==> config.mk <==
export PLATFORM = sky130hd
export DESIGN_NAME = seq_det_scheduler
export DESIGN_NICKNAME = d
export VERILOG_FILES = /design/src/rtl/seq_det_pkg.sv /design/src/rtl/rr_arbiter.sv /design/src/rtl/seq_det_scheduler.sv
export SDC_FILE = /design/constraint.sdc
export NUM_CORES = 1
export LEC_CHECK = 0
export ABC_AREA = 1
export ABC_CLOCK_PERIOD_IN_PS = 3230
export CAP_MARGIN = 20
export CORE_ASPECT_RATIO = 2
export CORE_MARGIN = 1.5
export CORE_UTILIZATION = 60
export CTS_CLUSTER_DIAMETER = 30
export CTS_CLUSTER_SIZE = 14
export DETAILED_ROUTE_END_ITERATION = 7
export DONT_BUFFER_PORTS = 1
export PLACE_DENSITY = 0.74
export SLEW_MARGIN = 10
export SYNTH_ARGS = -nofsm -noshare
export SYNTH_HDL_FRONTEND = slang
export SYNTH_SLANG_ARGS = --single-unit
export TNS_END_PERCENT = 30
==> constraint.sdc <==
create_clock -name CLK -period 3.23 [get_ports CLK]
set_clock_uncertainty 0.05 [all_clocks]
set_input_delay 0.323 -clock CLK [delete_from_list [all_inputs] [get_ports CLK]]
set_output_delay 0.323 -clock CLK [all_outputs]
set_load 0.005 [all_outputs]
==> src/rtl/seq_det_pkg.sv <==
// Shared state encoding and default sizing for the sequence-detector scheduler.
package seq_det_pkg;

  localparam int NREQ_DEF  = 4;
  localparam int WIDTH_DEF = 8;

  typedef enum logic [1:0] {
    IDLE  = 2'd0,
    CLEAR = 2'd1,
    SHIFT = 2'd2,
    DONE  = 2'd3
  } state_e;

endpackage

==> src/rtl/rr_arbiter.sv <==
// Combinational round-robin picker: first asserted request at or above the
// pointer, wrapping modulo NREQ. The pointer register lives in the caller.
module rr_arbiter #(
  parameter int NREQ = 4,
  parameter int PW   = $clog2(NREQ)
) (
  input  logic [NREQ-1:0] req_i,
  input  logic [PW-1:0]   ptr_i,
  output logic [NREQ-1:0] gnt_o,
  output logic [PW-1:0]   idx_o,
  output logic            valid_o
);

  // Scan NREQ positions starting at the pointer and keep the first hit
  always_comb begin
    logic [PW-1:0] j;
    logic          found;
    gnt_o   = '0;
    idx_o   = '0;
    valid_o = 1'b0;
    found   = 1'b0;
    j       = '0;
    for (int i = 0; i < NREQ; i++) begin
      j = PW'((int'(ptr_i) + i) % NREQ);
      if (!found && req_i[j]) begin
        found    = 1'b1;
        gnt_o[j] = 1'b1;
        idx_o    = j;
        valid_o  = 1'b1;
      end else begin
        found = found;
      end
    end
  end

endmodule

==> src/rtl/seq_det_scheduler.sv <==
// Round-robin scheduler sharing one external serial sequence detector among
// NREQ requesters. Optional feature macro: SEQ_SCHED_ABORT_EN (abort on req drop).
module seq_det_scheduler
  import seq_det_pkg::*;
#(
  parameter int  NREQ  = NREQ_DEF,
  parameter int  WIDTH = WIDTH_DEF,
  localparam int CW    = $clog2(WIDTH + 1)
) (
  input  logic                  CLK,
  input  logic                  CLR,
  input  logic [NREQ-1:0]       req,
  input  logic [NREQ*WIDTH-1:0] req_data,
  output logic [NREQ-1:0]       grant,
  output logic [NREQ-1:0]       ack,
  output logic                  busy,
  output logic [CW-1:0]         d_cnt,
  output logic [CW-1:0]         b_cnt,
  output logic                  det_x,
  output logic                  det_clr_n,
  input  logic                  det_d,
  input  logic                  det_b
);

  localparam int PW = $clog2(NREQ);

  state_e            state_q, state_d;
  logic [PW-1:0]     ptr_q, ptr_d;
  logic [PW-1:0]     idx_q, idx_d;
  logic [WIDTH-1:0]  shreg_q, shreg_d;
  logic [CW-1:0]     bit_q, bit_d;
  logic [CW-1:0]     dacc_q, dacc_d;
  logic [CW-1:0]     bacc_q, bacc_d;
  logic [NREQ-1:0]   grant_q, grant_d;
  logic [NREQ-1:0]   ack_q, ack_d;
  logic              busy_q, busy_d;
  logic [CW-1:0]     dcnt_q, dcnt_d;
  logic [CW-1:0]     bcnt_q, bcnt_d;
  logic              detx_q, detx_d;
  logic              clrn_q, clrn_d;

  logic [NREQ-1:0]   arb_gnt_s;
  logic [PW-1:0]     arb_idx_s;
  logic              arb_valid_s;
  logic              abort_s;
  logic              last_bit_s;
  logic [PW-1:0]     next_ptr_s;

  function automatic logic [CW-1:0] sat_inc(input logic [CW-1:0] v, input logic inc);
    if (inc && (v != CW'(WIDTH))) begin
      return v + CW'(1);
    end else begin
      return v;
    end
  endfunction

  rr_arbiter #(.NREQ(NREQ), .PW(PW)) u_arb (
    .req_i   (req),
    .ptr_i   (ptr_q),
    .gnt_o   (arb_gnt_s),
    .idx_o   (arb_idx_s),
    .valid_o (arb_valid_s)
  );

  assign last_bit_s = (bit_q == CW'(WIDTH - 1));
  assign next_ptr_s = (idx_q == PW'(NREQ - 1)) ? '0 : idx_q + PW'(1);

  // The granted requester withdrawing mid-job cancels the job
`ifdef SEQ_SCHED_ABORT_EN
  assign abort_s = ((state_q == CLEAR) || (state_q == SHIFT)) && !req[idx_q];
`else
  assign abort_s = 1'b0;
`endif

  // Next-state, datapath and output-register next values
  always_comb begin
    state_d = state_q;
    ptr_d   = ptr_q;
    idx_d   = idx_q;
    shreg_d = shreg_q;
    bit_d   = bit_q;
    dacc_d  = dacc_q;
    bacc_d  = bacc_q;
    grant_d = grant_q;
    ack_d   = '0;
    dcnt_d  = dcnt_q;
    bcnt_d  = bcnt_q;
    if (abort_s) begin
      state_d = IDLE;
      grant_d = '0;
      ptr_d   = next_ptr_s;
    end else begin
      case (state_q)
        IDLE: begin
          grant_d = '0;
          if (arb_valid_s) begin
            state_d = CLEAR;
            idx_d   = arb_idx_s;
            grant_d = arb_gnt_s;
            shreg_d = req_data[int'(arb_idx_s)*WIDTH +: WIDTH];
          end else begin
            state_d = IDLE;
          end
        end
        CLEAR: begin
          bit_d   = '0;
          dacc_d  = '0;
          bacc_d  = '0;
          state_d = SHIFT;
        end
        SHIFT: begin
          shreg_d = shreg_q >> 1;
          bit_d   = bit_q + CW'(1);
          dacc_d  = sat_inc(dacc_q, det_d);
          bacc_d  = sat_inc(bacc_q, det_b);
          if (last_bit_s) begin
            // Publish counts together with the ack in DONE
            state_d = DONE;
            ack_d   = grant_q;
            dcnt_d  = sat_inc(dacc_q, det_d);
            bcnt_d  = sat_inc(bacc_q, det_b);
          end else begin
            state_d = SHIFT;
          end
        end
        DONE: begin
          state_d = IDLE;
          grant_d = '0;
          ptr_d   = next_ptr_s;
        end
        default: begin
          state_d = IDLE;
          grant_d = '0;
        end
      endcase
    end
    busy_d = (state_d != IDLE);
    clrn_d = (state_d == SHIFT) || (state_d == DONE);
    detx_d = (state_d == SHIFT) ? shreg_d[0] : 1'b0;
  end

  // State, datapath and registered outputs
  always_ff @(posedge CLK or negedge CLR) begin
    if (!CLR) begin
      state_q <= IDLE;
      ptr_q   <= '0;
      idx_q   <= '0;
      shreg_q <= '0;
      bit_q   <= '0;
      dacc_q  <= '0;
      bacc_q  <= '0;
      grant_q <= '0;
      ack_q   <= '0;
      busy_q  <= 1'b0;
      dcnt_q  <= '0;
      bcnt_q  <= '0;
      detx_q  <= 1'b0;
      clrn_q  <= 1'b0;
    end else begin
      state_q <= state_d;
      ptr_q   <= ptr_d;
      idx_q   <= idx_d;
      shreg_q <= shreg_d;
      bit_q   <= bit_d;
      dacc_q  <= dacc_d;
      bacc_q  <= bacc_d;
      grant_q <= grant_d;
      ack_q   <= ack_d;
      busy_q  <= busy_d;
      dcnt_q  <= dcnt_d;
      bcnt_q  <= bcnt_d;
      detx_q  <= detx_d;
      clrn_q  <= clrn_d;
    end
  end

  assign grant     = grant_q;
  assign ack       = ack_q;
  assign busy      = busy_q;
  assign d_cnt     = dcnt_q;
  assign b_cnt     = bcnt_q;
  assign det_x     = detx_q;
  assign det_clr_n = clrn_q;

endmodule

==> qor.yml <==
outcome:
  run_status: "complete, no violations"
clocking:
  cts-htree-levels: 2
  numClockSinks: 44
  worst_skew_pair.late_latency_ns: 0.30
  cts_tree: "built"
  clock_tree.root_cell: "sky130_fd_sc_hd__clkbuf_8"
  cts-root-to-sink-buffers: 2
  worst_setup_hold_path_clk_slew_ns: 0.08
  ctsResizeCount: 0
  cts_made_buffers: 5
die:
  core_area_um2: 4129
  std_cell_rows: 33
  boundaryPins: 59
  fp.dieW_um: 49.57
  die-area_um2: 4766
  initial_utilization_pct: 63.03
  die_height_um: 96.14
power:
  p_leak_nw: 1.356
  pwr-share-clk_pct: 13.5
  seqPwrFrac_pct: 29.7
  ir_worst_vdd_mv: 0.9787
  combinationalPowerShare_pct: 56.8
  power_switching_share_pct: 49.06
  power_density_nw_per_um2: 1110
  internal_power_mw: 1.568
  fin_total_pwr_mw: 3.079
  p_switching_mw: 1.510
worst_setup_path:
  worst_setup_path_end_kind: "flip-flop"
  worst_r2r_path_depth: 12
  critical_path.n_buffers_inverters: 3
  worst-endpoint-required_ns: 3.35
  path_class: "reg2reg"
  cp_max_fo: 21
  critPathArrivalTime_ns: 2.89
  timing.critical_path.depth: 12
  slowest_stage: "sky130_fd_sc_hd__dfrtp_1"
  critPathLaunchType: "flip-flop"
  timing.critical_path.cells: "inv_4, ha_1, inv_1, nand3_1, nand2_1, nand4_4, nand2_1, nand2_2, nand2_2, inv_1, o21ai_0, o221ai_2"
  critPathTopFamily: "simple AND/OR/NAND/NOR gates"
  max_stage_delay_ns: 0.58
drt:
  drtPass1Iterations: 5
  vias_per_cell: 5.734
  route.final.wire_length_um: 5336
  post-route-drc-count: 0
  vias: 2156
  routedWlPerCell_um: 14.19
  drt_iter0_markers: 39
  route.antenna.remaining_nets: 0
timing:
  min_period_over_period_pct: 85.61
  final.min_clock_period_ns: 2.765
  finalSetupViolCount: 0
  final.setup.tns_ns: 0
  timing.max_slew.rel_slack_pct: 63.62
  max_freq_ghz: 0.3616
  setup_repair_after_global_routing_missed_its_margin: "false"
  timing.final.max_slew_violations: 0
  final-hold-violation-count: 0
  tightest_slew_ns: 0.5457
hold_path:
  hold_path_class: "in2reg"
  hold-path-cell-count: 2
yosys:
  yosys.cell_types.count: 32
  post_synth_instance_area_um2: 2602
  synth_sequential_area_ratio_pct: 42.31
  synth-seq-cells: 44
  synth_edf_count: 0
  post_synth.cell_area_avg_um2: 8.107
  synthesis.yosys.warnings: 0
  synth-main-ff-cell: "sky130_fd_sc_hd__dfrtp_1"
  synth-async-reset-ratio_pct: 100.0
  cells_after_synthesis: 321
  net_count_of_the_mapped_netlist: 379
flow_run:
  maxCapViolations: 0
layout:
  antennaDiodeCount: 0
  syn2layout_area_growth_pct: 6.538
  layout-drive-gt1-share_pct: 7.407
  design.final.nets: 381
place:
  globalplace.congestion: 0.7858
  placement.io_buffers: 0
  hpwl_after_detailed_placement_um: 3960
grt:
  grt_first_pass_wirelength_um: 8901
  grt_pass1_vias: 2017
  grt.total_usage_pct: 24.49
  pin_count_of_the_biggest_net_entering_global_routing: 45
  grt.overflow.total: 0
  grt_antenna_before_repair: 0
==> cells in the mapped netlist (4+ instances only) <==
library cell	count	area share (%)
sky130_fd_sc_hd__a21oi_1	9	1.7
sky130_fd_sc_hd__inv_1	38	5.5
sky130_fd_sc_hd__o21a_1	4	1.2
sky130_fd_sc_hd__xor2_1	6	2.0
sky130_fd_sc_hd__ha_1	18	8.7
sky130_fd_sc_hd__clkbuf_1	4	0.58
sky130_fd_sc_hd__o22ai_1	14	3.4
sky130_fd_sc_hd__nand2_2	5	1.2
sky130_fd_sc_hd__nor2_1	21	3.0
sky130_fd_sc_hd__dfrtp_1	44	42
sky130_fd_sc_hd__nand3_1	28	5.4
sky130_fd_sc_hd__o21ai_0	33	6.3
sky130_fd_sc_hd__nand2_1	70	10
==> metrics by stage <==
step           cell area [um^2]  setup slack [ns]  instances  hold WS (ns)  utilization [%]
3_3_place_gp               2635            0.5647        366      -0.02178            63.82
3_5_place_dp               2635            0.4709        366      -0.02157            63.82
5_1_grt                    2773            0.1397        376        0.1465            67.15
6_report                   2773            0.4647        376        0.1482            67.15
2_1_floorplan              2603            0.9347        321      -0.02259                -
4_1_cts                    2773            0.4574        376        0.1478            67.15
==> routing by layer <==
layer,routed length [um],up-vias,global-route usage (%)
li1,-,1073,-
met1,2124,1019,26.88
met2,2935,59,45.78
met3,188,5,2.950
met4,88,0,11.57
met5,0,-,0
==> sequential cells by signal, summed over array words and instances, names as in the netlist <==
signal and cells:
busy 1, det_clr_n 1, idx_q 2, grant 4
state_q 1, b_cnt 4, ptr_q 2, ack 4
bit_q 4, dacc_q 4, bacc_q 4, d_cnt 4
det_x 1, shreg_q 8
==> cells by family after synthesis <==
kind of cell,after synthesis,share of synthesized area [%]
and+or+nand+nor,132,22.45
AOI/OAI and AO/OA,71,16.68
buffers and inverters,49,7.548
DFF,44,42.31
adders and majority gates,18,8.654
xor gates and xnor gates,7,2.356
==> worst register-to-register path, cell delays in order (launching register included) <==
cell                       delay [ns]
sky130_fd_sc_hd__dfrtp_1         0.58
sky130_fd_sc_hd__inv_4           0.14
sky130_fd_sc_hd__ha_1            0.38
sky130_fd_sc_hd__inv_1           0.11
sky130_fd_sc_hd__nand3_1         0.08
sky130_fd_sc_hd__nand2_1         0.17
sky130_fd_sc_hd__nand4_4         0.15
sky130_fd_sc_hd__nand2_1         0.10
sky130_fd_sc_hd__nand2_2         0.07
sky130_fd_sc_hd__nand2_2         0.25
sky130_fd_sc_hd__inv_1           0.23
sky130_fd_sc_hd__o21ai_0         0.24
sky130_fd_sc_hd__o221ai_2        0.11
==> path summary, 6_finish.rpt <==
kind,endpoint,slack [ns],startpoint
max,shreg_q[2]$_DFFE_PN0P_,0.46,ptr_q[0]$_DFFE_PN0N_
min in group asynchronous,state_q[0]$_DFF_PN0_,0.45,CLR
max in group asynchronous,shreg_q[7]$_DFFE_PN0P_,2.48,CLR
max reg2reg,shreg_q[2]$_DFFE_PN0P_,0.46,ptr_q[0]$_DFFE_PN0N_
min,shreg_q[7]$_DFFE_PN0P_,0.15,req_data[7]
min reg2reg,b_cnt[1]$_DFFE_PN0P_,0.46,b_cnt[1]$_DFFE_PN0P_
==> layout by cell type (no fill, tap or decap), drive strengths merged <==
cell type,Yosys,routed
clkbuf,4,6
nor2,22,22
nor3,2,2
xor2,6,6
xnor2,1,1
a22oi,2,2
a221oi,3,3
o21a,4,4
ha,18,18
o21ai,35,35
a21oi,10,10
nand3,29,29
nand2,75,75
dfrtp,44,44
a21boi,1,1
bufinv,0,1
dlygate4sd3,0,1
clkinv,0,1
o22ai,14,14
nand4,4,4
inv,41,41
buf,4,2
o221ai,2,2
==> cell type report <==
type	instances	area (um^2)
fill	370	1356
clock buffer	6	72.57
multi-input combinational	228	1305
timing repair buffer	3	37.54
inverter	41	156.4
sequential	44	1101
clock inverter	2	35.03
tap	52	65.06
==> what timing repair did <==
item	4_1_cts	5_1_grt
hold buffers	2	0
buffers inserted	0	0
endpoints found under the hold margin	44	0
==> power groups by stage <==
stage | sequential (mW) | combinational [mW] | clock (mW)
2_1_floorplan | 0.883 | 1.48 | 0
3_3_place_gp | 0.916 | 1.69 | 0
3_5_place_dp | 0.925 | 1.73 | 0
4_1_cts | 0.915 | 1.76 | 0.421
5_1_grt | 0.939 | 2.02 | 0.440
6_report | 0.914 | 1.75 | 0.416
(Power assumes the default switching activity.)
